### config.mk
export PLATFORM = sky130hd
export DESIGN_NAME = uart_rx_flat
export DESIGN_NICKNAME = d
export VERILOG_FILES = /design/src/rtl/uart_rx_if.sv /design/src/rtl/uart_rx.sv /design/src/flat_wrapper.sv
export SDC_FILE = /design/constraint.sdc
export NUM_CORES = 1
export LEC_CHECK = 0
export CELL_PAD_IN_SITES_DETAIL_PLACEMENT = 1
export CELL_PAD_IN_SITES_GLOBAL_PLACEMENT = 2
export CORE_AREA = 3 3 100 102
export DETAILED_ROUTE_END_ITERATION = 10
export DIE_AREA = 0 0 103 105
export PLACE_DENSITY = 0.64
export SLEW_MARGIN = 30
export SYNTH_ARGS = -nofsm -noshare
export SYNTH_HDL_FRONTEND = slang
export SYNTH_SLANG_ARGS = --single-unit
### constraint.sdc
create_clock -name sclk -period 3.45 [get_ports sclk]
set_input_delay 0.69 -clock sclk [delete_from_list [all_inputs] [get_ports sclk]]
set_output_delay 0.69 -clock sclk [all_outputs]
set_load 0.1 [all_outputs]
### src/rtl/uart_rx_if.sv
// Purpose: UART receive port bundle, serial line and baud select in, framed byte and strobes out.
// Latency: none, wires only.
// Backpressure: none; the byte side is strobe-only and the consumer must take it in the strobe cycle.
interface uart_rx_if;
   logic       rx;        // serial line, asynchronous, idle high
   logic [1:0] mode;      // baud select: 00=4800, 01=9600, 10=14.4k, 11=19.2k
   logic [7:0] rx_data;   // last correctly framed byte
   logic       rx_valid;  // one-cycle strobe: rx_data updated
   logic       rx_ferr;   // one-cycle strobe: stop bit low, byte discarded
   logic       rx_busy;   // receiver is inside a frame

   // Receiver side: consumes the line, produces the byte and strobes
   modport master (
      input  rx,
      input  mode,
      output rx_data,
      output rx_valid,
      output rx_ferr,
      output rx_busy
   );

   // Line driver and byte consumer side
   modport slave (
      output rx,
      output mode,
      input  rx_data,
      input  rx_valid,
      input  rx_ferr,
      input  rx_busy
   );
endinterface

### src/rtl/uart_rx.sv
// Purpose: 8N1 LSB-first UART receiver with 8x oversampling and 2-of-3 majority vote per bit.
// Latency: rx_valid/rx_ferr about 2 sync cycles + 9*8*DIV + 6*DIV sclk after the start edge.
// Backpressure: none; each byte is strobed for one cycle and held in rx_data until the next good frame.
module uart_rx #(
   parameter int DIV_4800  = 2604,
   parameter int DIV_9600  = 1302,
   parameter int DIV_14_4K = 868,
   parameter int DIV_19_2K = 651
) (
   input  logic      sclk,
   input  logic      sclr_n,
   uart_rx_if.master bus
);

   typedef enum logic [1:0] {IDLE, START, DATA, STOP} state_t;

   state_t      state;
   logic        rx_meta;
   logic        rx_s;
   logic        rx_prev;
   logic [1:0]  mode_l;
   logic [11:0] div_cnt;
   logic [11:0] div_last;
   logic [2:0]  sub_cnt;
   logic [2:0]  bit_idx;
   logic [1:0]  smp;       // samples from sub-counts 3 and 4
   logic        bit_val;   // voted value of the current bit
   logic [7:0]  shift;
   logic [7:0]  data_q;
   logic        valid_q;
   logic        ferr_q;
   logic        tick;
   logic        fell;
   logic        vote;

   // Terminal count of the 1/8-bit divider for the baud latched at the start edge
   always_comb begin
      case (mode_l)
         2'b00:   div_last = 12'(DIV_4800 - 1);
         2'b01:   div_last = 12'(DIV_9600 - 1);
         2'b10:   div_last = 12'(DIV_14_4K - 1);
         default: div_last = 12'(DIV_19_2K - 1);
      endcase
   end

   // Divider is parked in IDLE, so ticks only exist inside a frame
   assign tick = (state != IDLE) && (div_cnt == div_last);
   assign fell = rx_prev & ~rx_s;
   // Majority of the two stored samples and the live sample at sub-count 5
   assign vote = (smp[0] & smp[1]) | (smp[0] & rx_s) | (smp[1] & rx_s);

   // Two-flop synchroniser plus edge history, all reset to the idle-high line level
   always_ff @(posedge sclk or negedge sclr_n) begin
      if (!sclr_n) begin
         rx_meta <= 1'b1;
         rx_s    <= 1'b1;
         rx_prev <= 1'b1;
      end else begin
         rx_meta <= bus.rx;
         rx_s    <= rx_meta;
         rx_prev <= rx_s;
      end
   end

   // Frame FSM with oversampling counters, vote capture and registered outputs
   always_ff @(posedge sclk or negedge sclr_n) begin
      if (!sclr_n) begin
         state   <= IDLE;
         mode_l  <= 2'b00;
         div_cnt <= '0;
         sub_cnt <= '0;
         bit_idx <= '0;
         smp     <= '0;
         bit_val <= 1'b0;
         shift   <= '0;
         data_q  <= '0;
         valid_q <= 1'b0;
         ferr_q  <= 1'b0;
      end else begin
         valid_q <= 1'b0;
         ferr_q  <= 1'b0;

         if (state == IDLE || tick) div_cnt <= '0;
         else                       div_cnt <= div_cnt + 12'd1;

         if (tick) begin
            sub_cnt <= sub_cnt + 3'd1;   // wraps 7 -> 0 at each bit boundary
            if (sub_cnt == 3'd3) smp[0]  <= rx_s;
            if (sub_cnt == 3'd4) smp[1]  <= rx_s;
            if (sub_cnt == 3'd5) bit_val <= vote;
         end

         case (state)
            IDLE: begin
               if (fell) begin
                  mode_l  <= bus.mode;
                  sub_cnt <= '0;
                  state   <= START;
               end
            end
            START: begin
               // A start bit that is high at mid-bit was a glitch
               if (tick && sub_cnt == 3'd5 && vote) begin
                  state <= IDLE;
               end else if (tick && sub_cnt == 3'd7) begin
                  bit_idx <= '0;
                  state   <= DATA;
               end
            end
            DATA: begin
               if (tick && sub_cnt == 3'd7) begin
                  shift   <= {bit_val, shift[7:1]};
                  bit_idx <= bit_idx + 3'd1;
                  if (bit_idx == 3'd7) state <= STOP;
               end
            end
            STOP: begin
               // Decide mid stop bit so a back-to-back start edge is not missed
               if (tick && sub_cnt == 3'd5) begin
                  if (vote) begin
                     data_q  <= shift;
                     valid_q <= 1'b1;
                  end else begin
                     ferr_q  <= 1'b1;
                  end
                  state <= IDLE;
               end
            end
            default: state <= IDLE;
         endcase
      end
   end

   assign bus.rx_data  = data_q;
   assign bus.rx_valid = valid_q;
   assign bus.rx_ferr  = ferr_q;
   assign bus.rx_busy  = (state != IDLE);

endmodule
### src/flat_wrapper.sv
// flat-port wrapper written by rule: the top's interface ports become plain ports
module uart_rx_flat 
#(
   parameter int DIV_4800  = 2604,
   parameter int DIV_9600  = 1302,
   parameter int DIV_14_4K = 868,
   parameter int DIV_19_2K = 651
)
  (sclk, sclr_n, bus_rx, bus_mode, bus_rx_data, bus_rx_valid, bus_rx_ferr, bus_rx_busy);
  uart_rx_if bus_i ();
  input  logic sclk;
  input  logic sclr_n;
  input wire logic [$bits(bus_i.rx)-1:0] bus_rx;
  input wire logic [$bits(bus_i.mode)-1:0] bus_mode;
  output wire logic [$bits(bus_i.rx_data)-1:0] bus_rx_data;
  output wire logic [$bits(bus_i.rx_valid)-1:0] bus_rx_valid;
  output wire logic [$bits(bus_i.rx_ferr)-1:0] bus_rx_ferr;
  output wire logic [$bits(bus_i.rx_busy)-1:0] bus_rx_busy;
  assign bus_i.rx = bus_rx;
  assign bus_i.mode = bus_mode;
  assign bus_rx_data = bus_i.rx_data;
  assign bus_rx_valid = bus_i.rx_valid;
  assign bus_rx_ferr = bus_i.rx_ferr;
  assign bus_rx_busy = bus_i.rx_busy;
  uart_rx #(.DIV_4800(DIV_4800), .DIV_9600(DIV_9600), .DIV_14_4K(DIV_14_4K), .DIV_19_2K(DIV_19_2K)) u_core (.sclk(sclk), .sclr_n(sclr_n), .bus(bus_i));
endmodule
==> summary.md <==
| Metric | Value |
|---|---|
| Vias in the first global route | `1490` |
| Synth top cells by count | `dfrtp_1, nor2_1, ha_1, xor2_1, nand2_1` |
| DRC Markers | `0` |
| DRT antenna net count | `0` |
| Post-route cell area | `0.00264 mm^2` |
| Clock sink total | `46` |
| Hold Buf Count CTS | `0` |
| Post-layout min period | `2650 ps` |
| CP Data Required Time | `3640 ps` |
| Fin Setup TNS | `0 ps` |
| Fraction of layout cells with a size suffix above 1 | `20.3%` |
| Clk_lat worst skew | `300 ps` |
| Crit start category | `register` |
| IO Count | `16` |
| GR Overflow Total | `0` |
| Clock root cell | `clkbuf_8` |
| DP Wirelength | `3050 um` |
| Logic pwr share | `21.0%` |
| Crit. End Element | `register` |
| DIE HEIGHT | `105 um` |
| Yosys top cell by area | `dfrtp_1` |
| DR WL/cell | `13.7 um` |
| Syn Area/Cell | `12.5 um^2` |
| CORE AREA | `0.00920 mm^2` |
| CTS clk-pin slew, worst paths | `90 ps` |
| Status | `complete, no violations` |
| Fillers | `1018` |
| Mapped Cells | `182` |
| P_int | `0.000921 W` |
| Critical-path top delay cell | `nor4_2` |
| Largest net degree at the start of global routing | `46` |
| RD Place Congestion | `0.698` |
| Synth Warn # | `0` |
| CTS Buf Count | `5` |
| Number of port buffers | `15` |
| Post-synth EDFFs | `0` |
| Post-CTS Resized | `0` |
| Seq/Total Area, Yosys | `51.0%` |
| CTS tree | `yes` |
| Fin crit share | `76.9%` |
| Initial Util | `24.6%` |
| First-pass GRT wire length | `7680 um` |
| Synth cell types | `46` |
| Worst-path fanout max | `11` |
| Slew at the pin closest to its max-slew limit | `967 ps` |
| Post-synth ARST share | `100%` |
| Delay-heaviest family, CP | `simple AND/OR/NAND/NOR gates` |
| H-Tree Depth | `2` |
| Class of the worst hold path | `register to register` |
| Die X-Extent | `103 um` |
| Initial antenna violation count | `0` |
| Max-slew violation count | `0` |
| DRT iter0 DRCs | `37` |
| Synth Flop Type | `dfrtp_1` |
| Sw Ratio | `30.7%` |
| Synth Register Bits | `46` |
| PD cells | `503 mW/mm^2` |
| Worst Setup Path Type | `register to register` |
| Largest cells by area after synthesis | `dfrtp_1, ha_1, mux2_4` |
| Post-layout util | `28.7%` |
| Tightest hold margin | `365 ps` |
| Final hold viol count | `0` |
| # Post-CTS Setup Buffers | `0` |
| GRT Total Usage | `9.09%` |
| N_diodes | `0` |
| Vias per inst | `4.39` |
| Placed Area | `0.00252 mm^2` |
| Mapped Area | `0.00227 mm^2` |
| Sequential share of power | `48.3%` |
| Final Setup Violations | `0` |
| Syn-to-layout area delta | `16.5%` |
| Most common cell in the netlist | `dfrtp_1` |
| Clock share of power | `30.7%` |
| DRT Pass-1 Iters | `3` |
| Psw | `0.000407 W` |
| CP max stage delay | `530 ps` |
| Fmax | `0.377 GHz` |
| Cells along the critical path | `inv_1 > ha_1 > xor2_1 > nor4_2 > nand3_4 > nor2_4 > mux2_2` |
| Final net count | `218` |
| Num rows | `35` |
| Syn Nets | `199` |
| Clock buffer depth | `2` |
| Routed Wire Length | `4280 um` |
| Unrepaired setup endpoints after global routing | `no` |
| Worst VDD drop | `0.000201 V` |
| Max_slew headroom | `35.3%` |
| Post-synth top area share | `47.5%` |
| Final Total Pwr | `0.00133 W` |
| Vias | `1375` |
| Crit path arrival time | `2850 ps` |
| Max-Cap Viols | `0` |
| Die ar. | `0.0108 mm^2` |
| Final Skew | `9.07 ps` |
| Buf/Inv on CP | `1` |
| Leak Pwr | `1.23 nW` |
[placed cells by master, fill, tap and decap left out, types with 2 or more instances in the layout]
cell and count:
dfrtp_1 43, nor2_1 16, clkdlybuf4s50_1 13, xor2_1 12, ha_1 12, nand2_1 10, mux2_1 8, nand3_1 7
mux2_4 7, inv_1 6, xnor2_1 5, mux2_2 5, clkbuf_8 5, o21ai_0 4, and3_1 4, and3_2 3
buf_4 3, dfstp_2 3, and2_1 2, nand4_1 2, a211oi_1 2, a22o_2 2, nor2b_1 2, clkinvlp_4 2
[logic make-up (layout without fill, tap and decap cells)]
logic type / after synthesis / count (layout) / share of synthesized area [%]
buffers and inverters: 10 / 30 / 2.43
adder cells (fa/ha/maj): 13 / 13 / 7.07
flip-flops: 46 / 46 / 51.0
AND/OR/NAND/NOR: 62 / 62 / 16.7
AO/OA/AOI/OAI: 13 / 13 / 4.69
multiplexers: 21 / 21 / 11.5
XOR/XNOR: 17 / 17 / 6.57
[state kept, by name, summed over array words and instances (netlist names), named ones only]
| signal | cells |
|---|---|
| u_core.bit_val | 1 |
| u_core.bus.rx_ferr | 1 |
| u_core.shift | 8 |
| u_core.state | 1 |
| u_core.smp | 2 |
| u_core.rx_prev | 1 |
| u_core.mode_l | 2 |
| u_core.bit_idx | 3 |
| u_core.bus.rx_valid | 1 |
| u_core.rx_s | 1 |
| u_core.rx_meta | 1 |
| u_core.div_cnt | 12 |
| u_core.bus.rx_data | 8 |
| u_core.sub_cnt | 3 |
[final timing paths]
kind,startpoint,endpoint,slack [ps],depth (start not counted)
hold reg to reg,u_core.rx_meta,u_core.rx_s,360,0
hold / removal,u_core.rx_meta,u_core.rx_s,360,0
setup / recovery,u_core.mode_l[0],u_core.shift[7],800,7
min in group asynchronous,sclr_n,u_core.mode_l[1],380,1
max in group asynchronous,sclr_n,u_core.rx_meta,2520,2
setup reg to reg,u_core.mode_l[0],u_core.shift[7],800,7
[area by class of cell]
cell class | instances | area (um^2) | share of cell area, %
Clock inverter | 3 | 45.0 | 1.71
Inverter | 6 | 22.5 | 0.853
Timing Repair Buffer | 16 | 153 | 5.78
Multi-Input combinational cell | 126 | 1060 | 40.0
Tap cell | 111 | 139 | 5.26
Sequential cell | 46 | 1150 | 43.8
Clock buffer | 5 | 68.8 | 2.61
[layer usage]
metal	vias to the layer above	wire, um	GRT usage (%)	share of wire (%)
li1	673	-	-	-
met1	680	2180	12.8	51
met2	16	1900	13.2	44
met3	6	104	2.20	2.4
met4	0	89	3.61	2.1
met5	-	0	0	0
[metrics by stage]
| step | instances | setup WS [ps] |
|---|---|---|
| CTS | 313 | 770 |
| floorplan | 182 | 774 |
| global route | 313 | 611 |
| global placement | 305 | 862 |
| detailed placement | 305 | 776 |
| finish | 313 | 795 |
[power groups by stage]
stage	logic, W	registers [W]	clock network, W
5_1_grt	0.000317	0.000652	0.000455
4_1_cts	0.000284	0.000643	0.000428
3_3_place_gp	0.000276	0.000653	0
2_1_floorplan	0.000225	0.000637	0
6_report	0.000279	0.000642	0.000407
3_5_place_dp	0.000281	0.000653	0
No activity file was read; power rests on OpenSTA's default activity.
